===== src/rtl/dpad_event_arbiter.sv =====
// D-pad release detector: round-robin serialisation of button releases into a
// small event FIFO with valid/ready delivery, plus an inactivity timeout pulse.
module dpad_event_arbiter #(
  parameter int unsigned TIMEOUT_W  = 25,
  parameter int unsigned FIFO_DEPTH = 4
) (
  input  logic                          clk,
  input  logic                          reset,
  input  logic                          up,
  input  logic                          down,
  input  logic                          left,
  input  logic                          right,
  output logic                          evt_valid,
  output logic [1:0]                    evt_code,
  input  logic                          evt_ready,
  output logic                          timeout,
  output logic                          overflow,
  output logic [$clog2(FIFO_DEPTH):0]   fifo_count
);

  localparam int unsigned PTR_W = $clog2(FIFO_DEPTH);
  localparam int unsigned CNT_W = PTR_W + 1;

  logic [3:0]                       btn;
  logic [3:0]                       s0_q, s0_d, s1_q, s1_d;
  logic [3:0]                       rel;
  logic [3:0]                       pend_q, pend_d;
  logic [1:0]                       rr_q, rr_d;
  logic                             ovf_q, ovf_d;
  logic [FIFO_DEPTH-1:0][1:0]       mem_q, mem_d;
  logic [PTR_W-1:0]                 wr_q, wr_d, rd_q, rd_d;
  logic [CNT_W-1:0]                 cnt_q, cnt_d;
  logic                             valid_q, valid_d;
  logic                             tmo_q, tmo_d;
  logic [TIMEOUT_W-1:0]             idle_q, idle_d;

  logic                             full;
  logic                             gnt;
  logic [1:0]                       gnt_idx;
  logic [1:0]                       idx;
  logic [3:0]                       gnt_mask;
  logic                             pop;

  assign btn = {right, left, down, up};

  // Round-robin scan of the pending mask starting at rr; blocked while full.
  always_comb begin
    full     = (cnt_q == CNT_W'(FIFO_DEPTH));
    gnt      = 1'b0;
    gnt_idx  = 2'd0;
    idx      = 2'd0;
    gnt_mask = 4'b0000;
    for (int i = 0; i < 4; i++) begin
      idx = rr_q + 2'(i);
      if (!gnt && !full && pend_q[idx]) begin
        gnt     = 1'b1;
        gnt_idx = idx;
      end
    end
    if (gnt) gnt_mask[gnt_idx] = 1'b1;
  end

  always_comb begin
    s0_d  = btn;
    s1_d  = s0_q;
    rel   = s1_q & ~s0_q;
    // A release on a bit being granted this cycle simply re-arms it.
    pend_d = (pend_q & ~gnt_mask) | rel;
    ovf_d  = ovf_q | (|(rel & pend_q & ~gnt_mask));
    rr_d   = gnt ? gnt_idx + 2'd1 : rr_q;

    pop   = valid_q && evt_ready;
    mem_d = mem_q;
    if (gnt) mem_d[wr_q] = gnt_idx;
    wr_d    = gnt ? wr_q + PTR_W'(1) : wr_q;
    rd_d    = pop ? rd_q + PTR_W'(1) : rd_q;
    cnt_d   = cnt_q + CNT_W'(gnt) - CNT_W'(pop);
    valid_d = (cnt_d != '0);

    idle_d = (|rel) ? '0 : idle_q + TIMEOUT_W'(1);
    tmo_d  = &idle_d;
  end

  always_ff @(posedge clk) begin
    if (reset) begin
      s0_q    <= '0;
      s1_q    <= '0;
      pend_q  <= '0;
      rr_q    <= '0;
      ovf_q   <= 1'b0;
      mem_q   <= '0;
      wr_q    <= '0;
      rd_q    <= '0;
      cnt_q   <= '0;
      valid_q <= 1'b0;
      tmo_q   <= 1'b0;
      idle_q  <= '0;
    end else begin
      s0_q    <= s0_d;
      s1_q    <= s1_d;
      pend_q  <= pend_d;
      rr_q    <= rr_d;
      ovf_q   <= ovf_d;
      mem_q   <= mem_d;
      wr_q    <= wr_d;
      rd_q    <= rd_d;
      cnt_q   <= cnt_d;
      valid_q <= valid_d;
      tmo_q   <= tmo_d;
      idle_q  <= idle_d;
    end
  end

  assign evt_valid  = valid_q;
  assign evt_code   = mem_q[rd_q];
  assign timeout    = tmo_q;
  assign overflow   = ovf_q;
  assign fifo_count = cnt_q;

endmodule


===== config.mk =====
export PLATFORM = sky130hd
export DESIGN_NAME = dpad_event_arbiter
export DESIGN_NICKNAME = d
export VERILOG_FILES = /design/src/rtl/dpad_event_arbiter.sv
export SDC_FILE = /design/constraint.sdc
export NUM_CORES = 1
export LEC_CHECK = 0
export ABC_AREA = 1
export CORE_MARGIN = 5
export CORE_UTILIZATION = 45
export CTS_BUF_LIST = sky130_fd_sc_hd__clkbuf_8 sky130_fd_sc_hd__clkbuf_16
export CTS_CLUSTER_SIZE = 24
export DETAILED_ROUTE_END_ITERATION = 8
export PLACE_DENSITY_LB_ADDON = 0.12
export SLEW_MARGIN = 30
export SYNTH_ARGS = -nofsm -noshare
export SYNTH_HDL_FRONTEND = slang
export SYNTH_SLANG_ARGS = --single-unit

===== constraint.sdc =====
create_clock -name clk -period 3.4 [get_ports clk]
set_input_delay 0.34 -clock clk [delete_from_list [all_inputs] [get_ports clk]]
set_output_delay 0.34 -clock clk [all_outputs]
set_load 0.05 [all_outputs]

==> qor.log <==
INFO  die            die_h=92.9um
INFO  die            rows=30
INFO  worst_setup_path critical_path.endpoint_type=flip-flop
INFO  clocking       cts_buffer_depth=2
INFO  die            die_area=0.00863mm^2
INFO  run            drv.max_cap_violation_count=0
INFO  routing        wl_per_cell=11.7um
INFO  global_routing grt_overflow=0
INFO  clocking       post-cts-setup-buffers=0
INFO  worst_setup_path r2r_setup_slack=570ps
INFO  sta            report.final.setup_viol=0
INFO  clocking       tritoncts=built
INFO  die            initial_utilization=45.8%
INFO  yosys          syn-instance-count=471
INFO  layout         final_nets=509
INFO  place          placement.io_buffers=14
INFO  clocking       cts_repair_resize_count=0
INFO  yosys          synth_sequential_area_ratio=36.9%
INFO  global_routing gr_met3_demand_resource=3.49%
INFO  yosys          synth.cell_area=0.00309mm^2
INFO  layout         postLayoutCellArea=0.00352mm^2
INFO  worst_setup_path arrival_time_reported_for_the_critical_path_endpoint=3070ps
INFO  global_routing grt_util_met1=20.9%
INFO  layout         antenna_diode_instance_count=0
INFO  sta            setup_repair_after_global_routing_missed_its_margin=false
INFO  clocking       path_clk_slew=70ps
INFO  clocking       root_buffer_selected_by_cts=sky130_fd_sc_hd__clkbuf_8
INFO  place          place_congestion=0.868
INFO  clocking       cts_sinks=57
INFO  yosys          synth_area_per_cell=6.57um^2
INFO  routing        route.vias.total=2827
INFO  routing        detailedRoute.firstIterationViolations=131
INFO  power          leakage=0.00155uW
INFO  place          hpwl=5010um
INFO  worst_setup_path crit_required=3630ps
INFO  sta            max_slew_margin=56.1%
INFO  global_routing global_route.usage.total=17.3%
INFO  global_routing grt_start_max_net_pins=25
INFO  routing        drc=0
INFO  die            chipWidth=92.9um
INFO  clocking       cts-buffers-inserted=9
INFO  yosys          ys.warnings.count=0
INFO  yosys          syn-num-nets=490
INFO  place          post_dp_cell_area=0.00331mm^2
INFO  routing        post_dr_vias_cell=4.92
INFO  worst_setup_path start_kind=flip-flop
INFO  sta            timing.final.hold_violations=0
INFO  global_routing global_route.usage.met2=29.1%
INFO  worst_setup_path path_max_fanout=14
INFO  sta            fin_setup_tns=0ps
INFO  routing        total_iterations_of_the_first_detailed_routing_run=4
INFO  power          areal_power_density_over_the_cells=763mW/mm^2
INFO  global_routing grt_busiest_layer=met2
INFO  global_routing grt_pass1_vias=2724
INFO  die            design.portCount=15
INFO  sta            finalClockSkew=10.2ps
INFO  sta            slew_worst_pin=656ps
INFO  worst_setup_path path_class=flip-flop to flip-flop
INFO  clocking       cts-hold-fix-buffers=0
INFO  yosys          yosys_register_bits=57
INFO  die            core_region_area=0.00676mm^2
INFO  worst_hold_path worst_hold_path_type=flip-flop to flip-flop
INFO  clocking       clkLatencyLatePin=340ps
INFO  power          worst_ir_drop_vdd=0.282mV
INFO  routing        detail_route_antenna_nets=0
INFO  layout         area.growth.synth_to_final=13.6%
INFO  global_routing grt_antenna_before_repair=0
INFO  layout         fraction_of_layout_instances_using_a_drive_strength_above_1=6.06%
INFO  sta            final.hold.worst_slack=434ps
INFO  sta            min_period_over_period=83.3%
INFO  sta            final.min_clock_period=2830ps
INFO  sta            slew_viol_final=0
INFO  yosys          synth_cell_types=32
INFO  status         run_status=completed
INFO  global_routing wire_length_of_the_first_global_routing_pass=11900um
INFO  sta            fmaxAchievable=0.353GHz
INFO  routing        wirelength=6700um
INFO  clocking       htree_levels=3
-- metal layers --
layer  wire [um]  up-vias  part of all wire (%)
met5           0        -                     0
met4         142        0                   2.1
met3         232       14                   3.5
met2        3100       52                    46
met1        3230     1249                    48
li1            -     1512                     -
-- layout by cell type (no fill, tap or decap), drive strengths merged --
| cell | netlist | final |
|---|---|---|
| clkdlybuf4s50 | 0 | 14 |
| nor3b | 1 | 1 |
| buf | 4 | 2 |
| o211ai | 1 | 1 |
| fa | 1 | 1 |
| xnor2 | 1 | 1 |
| nor3 | 15 | 15 |
| ha | 11 | 11 |
| a21oi | 13 | 13 |
| nand4 | 10 | 10 |
| clkinv | 0 | 4 |
| o21bai | 1 | 1 |
| o22ai | 2 | 2 |
| nand3 | 36 | 36 |
| o21ai | 24 | 24 |
| nor2 | 96 | 96 |
| xor2 | 9 | 9 |
| a21o | 1 | 1 |
| a21boi | 1 | 1 |
| nand2 | 108 | 108 |
| inv | 75 | 75 |
| dfxtp | 57 | 57 |
| clkbuf | 4 | 11 |
| bufinv | 0 | 1 |
-- synthesized netlist by cell type --
cell / number / area share, %
sky130_fd_sc_hd__a21o_1: 1 / 0.24
sky130_fd_sc_hd__ha_1: 11 / 4.4
sky130_fd_sc_hd__xnor2_1: 1 / 0.28
sky130_fd_sc_hd__dfxtp_1: 57 / 37
sky130_fd_sc_hd__nand3_4: 1 / 0.57
sky130_fd_sc_hd__nand2_2: 2 / 0.40
sky130_fd_sc_hd__nor3_1: 15 / 2.4
sky130_fd_sc_hd__clkbuf_1: 4 / 0.49
sky130_fd_sc_hd__a21oi_1: 12 / 1.9
sky130_fd_sc_hd__nor2_4: 1 / 0.36
sky130_fd_sc_hd__a21oi_2: 1 / 0.28
sky130_fd_sc_hd__a21boi_4: 1 / 0.61
sky130_fd_sc_hd__buf_2: 1 / 0.16
sky130_fd_sc_hd__nor3b_1: 1 / 0.24
sky130_fd_sc_hd__o211ai_1: 1 / 0.24
sky130_fd_sc_hd__inv_2: 2 / 0.24
sky130_fd_sc_hd__o21ai_1: 9 / 1.5
sky130_fd_sc_hd__nor2_1: 95 / 12
sky130_fd_sc_hd__nand4_4: 1 / 0.69
sky130_fd_sc_hd__xor2_1: 9 / 2.5
sky130_fd_sc_hd__buf_6: 1 / 0.36
sky130_fd_sc_hd__o21ai_0: 14 / 2.3
sky130_fd_sc_hd__fa_1: 1 / 0.65
sky130_fd_sc_hd__o21ai_2: 1 / 0.28
sky130_fd_sc_hd__o21bai_1: 1 / 0.24
sky130_fd_sc_hd__nand2_1: 106 / 13
sky130_fd_sc_hd__inv_1: 73 / 8.9
sky130_fd_sc_hd__buf_1: 2 / 0.24
sky130_fd_sc_hd__o22ai_1: 2 / 0.40
sky130_fd_sc_hd__nand4_1: 9 / 1.8
sky130_fd_sc_hd__nand3_2: 2 / 0.65
sky130_fd_sc_hd__nand3_1: 33 / 5.3
-- worst paths after layout --
kind            from        end  cells past startpoint
max          rr_q[0]  evt_valid                     16
min          s0_q[3]    s1_q[3]                      2
max reg2reg  rr_q[0]  evt_valid                     16
min reg2reg  s0_q[3]    s1_q[3]                      2
-- per-stage QoR --
step | util, % | std cells | total power (uW) | setup slack, ps
2_1_floorplan | - | 471 | 1790 | 645
3_3_place_gp | 49.0 | 559 | 2030 | 657
3_5_place_dp | 49.0 | 559 | 2060 | 563
4_1_cts | 52.0 | 575 | 2720 | 558
5_1_grt | 52.0 | 575 | 2940 | 255
6_report | 52.0 | 575 | 2680 | 567
-- report_power, final --
group / switching (uW) / leakage [uW] / total (uW) / internal (uW)
Clock: 278 / 0.000109 / 653 / 375
Combinational: 785 / 0.000974 / 1190 / 406
Sequential: 76.1 / 0.000465 / 839 / 763
-- cell type report --
type	instances	area, um^2
clock inverters	5	53.8
inverters	75	282
clock buffers	11	151
repair buffers	16	155
well taps	80	100
fillers	677	3240
multi-input cells	331	1630
flip-flops and latches	57	1140
-- registers in the layout, summed over array words and instances (netlist names) --
register,count
overflow,1
rd_q,2
mem_q,8
fifo_count,3
timeout,1
pend_q,4
wr_q,2
s0_q,4
s1_q,4
evt_valid,1
idle_q,25
rr_q,2
-- worst max-delay path, cell delays in order, from the launching register on --
cell and delay [ps]:
sky130_fd_sc_hd__dfxtp_1 610, sky130_fd_sc_hd__nand2_1 130, sky130_fd_sc_hd__o21ai_1 100, sky130_fd_sc_hd__nand2_1 70, sky130_fd_sc_hd__nand2_1 90, sky130_fd_sc_hd__nor2_1 60
sky130_fd_sc_hd__nand2_2 130, sky130_fd_sc_hd__nand4_4 170, sky130_fd_sc_hd__inv_2 160, sky130_fd_sc_hd__ha_1 240, sky130_fd_sc_hd__inv_1 60, sky130_fd_sc_hd__ha_1 130
sky130_fd_sc_hd__inv_1 50, sky130_fd_sc_hd__fa_1 500, sky130_fd_sc_hd__nand2_1 50, sky130_fd_sc_hd__o21ai_0 150, sky130_fd_sc_hd__inv_1 50
-- logic make-up after synthesis --
group | synth area share (%)
and+or+nand+nor | 36.9
buffers and inverters | 10.4
DFF | 36.9
AOI/OAI and AO/OA | 7.97
adders and majority gates | 5.09
xor gates and xnor gates | 2.83
Power figures use the tool's default switching activity.
